File: src/rtl/wrapper_reg_packet_constructor.sv
// Register-channel responder: gathers 32-bit register writes into one packet and hands it out on valid/ready.
// Optional build macro WRAPPER_PACKET_STROBE_EN enables per-byte write strobes.
//
// state | meaning
// FILL  | collecting words; completes on a write to the top word index
// FULL  | packet presented; held until packet_data_ready, writes stall meanwhile
module wrapper_reg_packet_constructor #(
    parameter int ADDRWIDTH        = 11,
    parameter int PACKETWIDTH      = 512,
    parameter int PACKETSPACEWIDTH = $clog2(PACKETWIDTH / 32)
) (
    input  logic                   hclk,
    input  logic                   hreset,
    input  logic [ADDRWIDTH-1:0]   addr,
    input  logic                   read_en,
    input  logic                   write_en,
    input  logic [3:0]             byte_strobe,
    input  logic [31:0]            wdata,
    output logic [31:0]            rdata,
    output logic                   wready,
    output logic                   rready,
    output logic [PACKETWIDTH-1:0] packet_data,
    output logic                   packet_data_last,
    output logic                   packet_data_valid,
    input  logic                   packet_data_ready
);

    localparam int NUMWORDS = PACKETWIDTH / 32;
    localparam int IDXW     = (PACKETSPACEWIDTH > 0) ? PACKETSPACEWIDTH : 1;
    localparam logic [IDXW-1:0] LAST_IDX = IDXW'(NUMWORDS - 1);

    typedef enum logic {
        S_FILL = 1'b0,
        S_FULL = 1'b1
    } state_t;

    state_t                        state_q, state_d;
    logic [NUMWORDS-1:0][31:0]     buf_q, buf_d;
    logic                          last_q, last_d;
    logic [IDXW-1:0]               widx;
    logic                          last_marker;
    logic                          hit_last;
    logic                          unused_ok;

    // A single-word packet has no index bits; every write then targets word 0.
    generate
        if (PACKETSPACEWIDTH > 0) begin : g_idx
            assign widx = addr[PACKETSPACEWIDTH+1:2];
        end else begin : g_idx0
            assign widx = '0;
        end
    endgenerate

    assign last_marker = addr[ADDRWIDTH-1];
    assign hit_last    = (widx == LAST_IDX);
    assign unused_ok   = ^{addr, byte_strobe};

`ifdef WRAPPER_PACKET_STROBE_EN
    function automatic logic [31:0] merge_word(input logic [31:0] old_w,
                                               input logic [31:0] new_w,
                                               input logic [3:0]  strb);
        logic [31:0] res;
        res = old_w;
        for (int k = 0; k < 4; k++) begin
            if (strb[k]) begin
                res[8*k +: 8] = new_w[8*k +: 8];
            end
        end
        return res;
    endfunction
`else
    function automatic logic [31:0] merge_word(input logic [31:0] new_w);
        return new_w;
    endfunction
`endif

    always_comb begin
        state_d           = state_q;
        buf_d             = buf_q;
        last_d            = last_q;
        wready            = 1'b1;
        packet_data_valid = 1'b0;
        packet_data_last  = 1'b0;

        case (state_q)
            S_FILL: begin
                if (write_en) begin
`ifdef WRAPPER_PACKET_STROBE_EN
                    buf_d[widx] = merge_word(buf_q[widx], wdata, byte_strobe);
`else
                    buf_d[widx] = merge_word(wdata);
`endif
                    if (hit_last) begin
                        last_d  = last_marker;
                        state_d = S_FULL;
                    end
                end
            end
            S_FULL: begin
                packet_data_valid = 1'b1;
                packet_data_last  = last_q;
                wready            = packet_data_ready;
                if (packet_data_ready) begin
                    buf_d   = '0;
                    last_d  = 1'b0;
                    state_d = S_FILL;
                    // A write accepted in the handshake cycle starts the next packet.
                    if (write_en) begin
`ifdef WRAPPER_PACKET_STROBE_EN
                        buf_d[widx] = merge_word(32'h0, wdata, byte_strobe);
`else
                        buf_d[widx] = merge_word(wdata);
`endif
                        if (hit_last) begin
                            last_d  = last_marker;
                            state_d = S_FULL;
                        end
                    end
                end
            end
            default: begin
                state_d = S_FILL;
            end
        endcase
    end

    always_ff @(posedge hclk) begin
        if (hreset) begin
            state_q <= S_FILL;
            buf_q   <= '0;
            last_q  <= 1'b0;
        end else begin
            state_q <= state_d;
            buf_q   <= buf_d;
            last_q  <= last_d;
        end
    end

    assign packet_data = buf_q;
    assign rready      = 1'b1;
    assign rdata       = read_en ? buf_q[widx] : 32'h0;

endmodule
File: config.mk
export PLATFORM = sky130hd
export DESIGN_NAME = wrapper_reg_packet_constructor
export DESIGN_NICKNAME = d
export VERILOG_FILES = /design/src/rtl/wrapper_reg_packet_constructor.sv
export SDC_FILE = /design/constraint.sdc
export NUM_CORES = 1
export LEC_CHECK = 0
export CAP_MARGIN = 20
export CORE_UTILIZATION = 40
export CTS_CLUSTER_SIZE = 8
export DETAILED_ROUTE_END_ITERATION = 10
export GPL_ROUTABILITY_DRIVEN = 0
export MAX_ROUTING_LAYER = met4
export PLACE_DENSITY = 0.68
export SETUP_SLACK_MARGIN = 0.2
export SLEW_MARGIN = 30
export SYNTH_ARGS = -nofsm -noshare
export SYNTH_HDL_FRONTEND = slang
export SYNTH_SLANG_ARGS = --single-unit
File: constraint.sdc
create_clock -name hclk -period 5.9 [get_ports hclk]
set_clock_uncertainty 0.1 [all_clocks]
set_input_delay 1.77 -clock hclk [delete_from_list [all_inputs] [get_ports hclk]]
set_output_delay 1.77 -clock hclk [all_outputs]
set_load 0.005 [all_outputs]
* After elaboration in Yosys (flattened, before gate mapping)
Index checks and enable logic that the tools add are counted.
** Storage, ports and cells
- ROM bits :: 0
- Memories :: 0
- Bits in writable memories :: 0
- Bits in registers :: 514
- Bits in latches :: 0
- Logic and storage cells :: 52
** Cells by class
- Reductions and logical operators :: 3
- Multiplexer cells :: 23
- Divide/modulo/power cells :: 0
- Multipliers :: 0
- Bitwise gates (word level) :: 2
- Magnitude comparators :: 2
- Add/subtract/negate cells :: 0
- Shift operators :: 0
- Equality and inequality tests :: 4
** Operators by type and width (count)
- $mux W512 :: 3
- $pmux W512 S2 :: 1
- $and A512 B512 Y512 :: 1
- $bwmux W512 :: 1
- $bmux W32 S4 :: 1
- $demux W32 S4 :: 1
- $mux W32 :: 3
- $mux W1 :: 11
- $ne A2 B2 Y1 const B :: 3
- $lt A4 B5 Y1 const B :: 1
- $eq A4 B4 Y1 const B :: 1
- $ge A4 B1 Y1 const B :: 1
- $pmux W1 S2 :: 2
- $reduce_and A3 Y1 :: 1
- $reduce_and A2 Y1 :: 1
- $logic_and A1 B1 Y1 :: 1
- $not A1 Y1 :: 1

* Longest topological paths before layout
- Word-level depth :: 8
- Depth in mapped cells :: 9
- Gate-level depth less buffers :: 4

* Least setup slack after synthesis
No wires, ideal clock.
- Path kind :: input-to-output
- Start point :: input port addr[2]
- End point :: output port rdata[12]
- Arrival time :: 3.046 ns
- Slack :: 0.984 ns
- Cell stages on the path :: 7
- Cell sequence :: buf_6 -> buf_12 -> buf_12 -> buf_12 -> mux4_1 -> a22oi_1 -> o21ai_1
** Between the ends
- Cells in the longest elaborated chain, start to end :: 3
** Ends and longest elaborated chain
- start: declaration :: line 14 : input logic [ADDRWIDTH-1:0] addr,
- $bmux W32 S4 :: line 141 : assign rdata = read_en ? buf_q[widx] : 32'h0;
- $mux W32 (implied by the code) :: line 141
- $mux W32 :: line 141
- end: declaration :: line 19 : output logic [31:0] rdata,
No other way between the ends. The select of a mux whose other input is x is not followed.

* Worst setup path in the final report
- Start point :: input port addr[2]
- End point :: output port rdata[17]
Same word-level chain as after synthesis.

==> impl_metrics.py <==
metrics = {
    "run_status": {
        "status": "complete, no violations",
    },
    "sta": {
        "period_needed_ns": 5.73,
        "final_max_slew_viol_count": 0,
        "hold_violations": 0,
        "hold_ws_ns": 0.359,
        "final-setup-viol-count": 0,
        "relSlewSlack_pct": 29.3,
        "post-route-period-util_pct": 97.1,
        "tightestPinTransition_ns": 1.06,
        "clock.fmax_ghz": 0.175,
        "grt_setup_unrepaired": "true",
    },
    "yosys": {
        "synth.area.mux_share_pct": 12.9,
        "yosys_warnings": 0,
        "synth-compound-area-share_pct": 22.4,
        "synth.area.top_cells": "dfxtp_1 47%, a22oi_1 20%, nor2_1 8.8%",
        "synth_edf_count": 0,
        "ys_seq_area_share_pct": 46.8,
        "avgSynthCellArea_sq_um": 9.82,
        "synthArstFlopShare_pct": 0,
        "synthesis.nets": 2291,
        "synth_ff_type": "dfxtp_1",
        "synth_commonest_cells": "576 x a22oi_1, 514 x dfxtp_1, 513 x nor2_1",
        "synth_xor_xnor_area_share_pct": 0,
        "syn_inst": 2239,
        "yosys.cell_types.count": 36,
        "ys_ff_latch": 514,
        "synth-adder-area-share_pct": 0,
        "synth_top_family_by_area": "compound AO/OA/AOI/OAI gates",
        "syn_area_sq_um": 22000,
        "post-synth-top-count-cell": "a22oi_1",
        "yosysTopAreaCell": "dfxtp_1",
        "yosysTopAreaCellShare_pct": 46.8,
        "synth_simple_gate_area_share_pct": 11.0,
    },
    "floorplan": {
        "core_sq_um": 54000,
        "start_util_pct": 40.7,
        "die_x_microns": 236,
        "placementRows": 85,
        "die-area_sq_um": 55900,
        "io_pins": 600,
        "die_height_microns": 236,
    },
    "clock_network": {
        "cts_tree": "yes",
        "htreeDepth": 3,
        "clock_sinks": 514,
        "cts_root_buf": "clkbuf_16",
        "holdBufCountCts": 0,
        "clk_latency_ns": 0.61,
        "cts_buffers": 74,
        "clkTransAtPathRegs_ns": 0.05,
        "cts_buffer_depth": 3,
    },
    "finish": {
        "post-route-cell-area_sq_um": 30500,
        "nets": 2746,
        "drive_gt1_share_pct": 12.7,
        "syn2layout_area_growth_pct": 38.7,
        "finalNonFillerCells": 3400,
    },
    "global_route": {
        "antenna_found_initial": 2,
        "grt_pass1_wl_microns": 142000,
        "grt.overflow.total": 0,
        "track_usage_pct": 34.8,
        "grt_pass1_vias": 20500,
        "grt_max_degree": 152,
    },
    "power": {
        "finalPower_uw": 8170,
        "clockPowerShare_pct": 47.1,
        "peakVddDrop_uv": 222,
        "p_per_area_nw_per_um2": 268,
        "p_switching_uw": 2040,
        "comb_power_share_pct": 9.2,
        "p_leak_uw": 0.0108,
        "swShare_pct": 25.0,
        "p_int_uw": 6120,
        "seq_power_share_pct": 43.6,
    },
    "setup_path": {
        "cp.arrival_ns": 3.86,
        "cp.required_ns": 4.03,
        "r2r_start": "state_q",
        "r2r_setup_slack_ns": 3.12,
        "startpoint": "addr[2]",
        "critPathKind": "input port to primary output",
        "cp_max_fo": 29,
        "cp-start-kind": "input port",
        "end_kind": "primary output",
    },
    "drt": {
        "num_vias": 21700,
        "drc": 0,
        "vias_per_cell": 6.39,
        "avgRoutedWirePerCell_microns": 29.0,
        "wirelength_microns": 98500,
        "final_antenna_net_count": 0,
        "drt_iter0_drc": 2890,
        "drt_first_pass_iters": 7,
    },
    "placement": {
        "post-place-cells": 3306,
        "io_buffers": 588,
        "dp_hpwl_microns": 65700,
        "post_dp_cell_area_sq_um": 28400,
    },
    "worst_hold_path": {
        "hold_start": "last_q",
        "hold_path_class": "register to register",
    },
    "flow_run": {
        "max-cap-violations": 0,
    },
}
[critical path, cell delays in order]
cell,delay (ns)
buf_12,0.25
buf_12,0.21
mux2i_1,0.10
a22oi_1,0.37
o221ai_1,0.22
buf_4,0.20
o21ai_1,0.14
clkdlybuf4s50_1,0.57
[cell families (layout without fill, tap and decap cells)]
family | Yosys count | count (layout)
AO/OA/AOI/OAI | 659 | 659
AND/OR/NAND/NOR | 572 | 574
flip-flops | 514 | 514
buffers and inverters | 300 | 761
multiplexers | 193 | 193
other | 1 | 3
[power groups by stage]
stage,combinational (uW),clock (uW),sequential (uW)
2_1_floorplan,394,0,3620
3_3_place_gp,713,0,3630
5_1_grt,781,4010,3560
4_1_cts,731,3870,3560
3_5_place_dp,725,0,3630
6_report,752,3850,3560
[final timing paths]
check,to,cells past startpoint
worst max-delay path,rdata[17],8
worst min-delay path,last_q,2
worst max register to register,packet_data[267],6
worst min register to register,last_q,2
[cell usage in the layout (no fill, tap or decap), types with 3 or more instances in the layout]
cell type / netlist / layout
clkbuf_8: 0 / 3
nor4b_4: 4 / 4
a22oi_1: 576 / 575
buf_4: 16 / 66
mux4_1: 5 / 5
mux2i_1: 64 / 64
clkdlybuf4s50_1: 0 / 583
nand2b_2: 0 / 3
mux2_2: 65 / 65
buf_16: 0 / 3
o21ai_2: 10 / 3
nor2_1: 513 / 512
clkinv_8: 0 / 3
mux4_2: 59 / 59
clkbuf_16: 0 / 76
o221ai_1: 32 / 31
and3_1: 33 / 32
buf_12: 6 / 22
o21ai_1: 33 / 30
a31oi_4: 1 / 3
o21ai_4: 0 / 10
dfxtp_1: 514 / 514
nor4bb_4: 0 / 5
[per-stage QoR]
step / TNS [ns] / util (%) / worst slack [ns]
floorplan: 0 / - / 0.984
global placement: -2.65 / 52.4 / -0.309
detailed placement: -4.68 / 52.5 / -0.374
CTS: 0 / 56.3 / 0.191
global route: 0 / 56.4 / 0.146
finish: 0 / 56.4 / 0.170
[per-layer routing]
metal | part of all wire (%) | vias up | global-route usage (%)
met2 | 45 | 1475 | 51.5
met4 | 4.3 | 0 | 13.4
met3 | 12 | 254 | 9.85
met1 | 39 | 10900 | 44.9
li1 | - | 9143 | -
met5 | 0 | - | -
[sequential cells by signal, summed over array words and instances, names as in the netlist]
register / count
last_q: 1
packet_data: 512
state_q: 1
[cell type report]
type | count | area [sq um]
fill | 4592 | 23500
multi-input combinational | 1427 | 10400
sequential | 514 | 10300
timing repair buffer | 677 | 6890
clock buffer | 79 | 1940
tap | 696 | 871
clock inverter | 5 | 66.3
antenna | 2 | 5.00
[repair_timing]
item	in CTS	in global routing
endpoints found under the hold margin	0	0
pin swaps	1	0
gates cloned	2	0
setup buffers	0	5
resized for setup	7	1
setup endpoints to repair	32	5
Power figures use the tool's default switching activity.
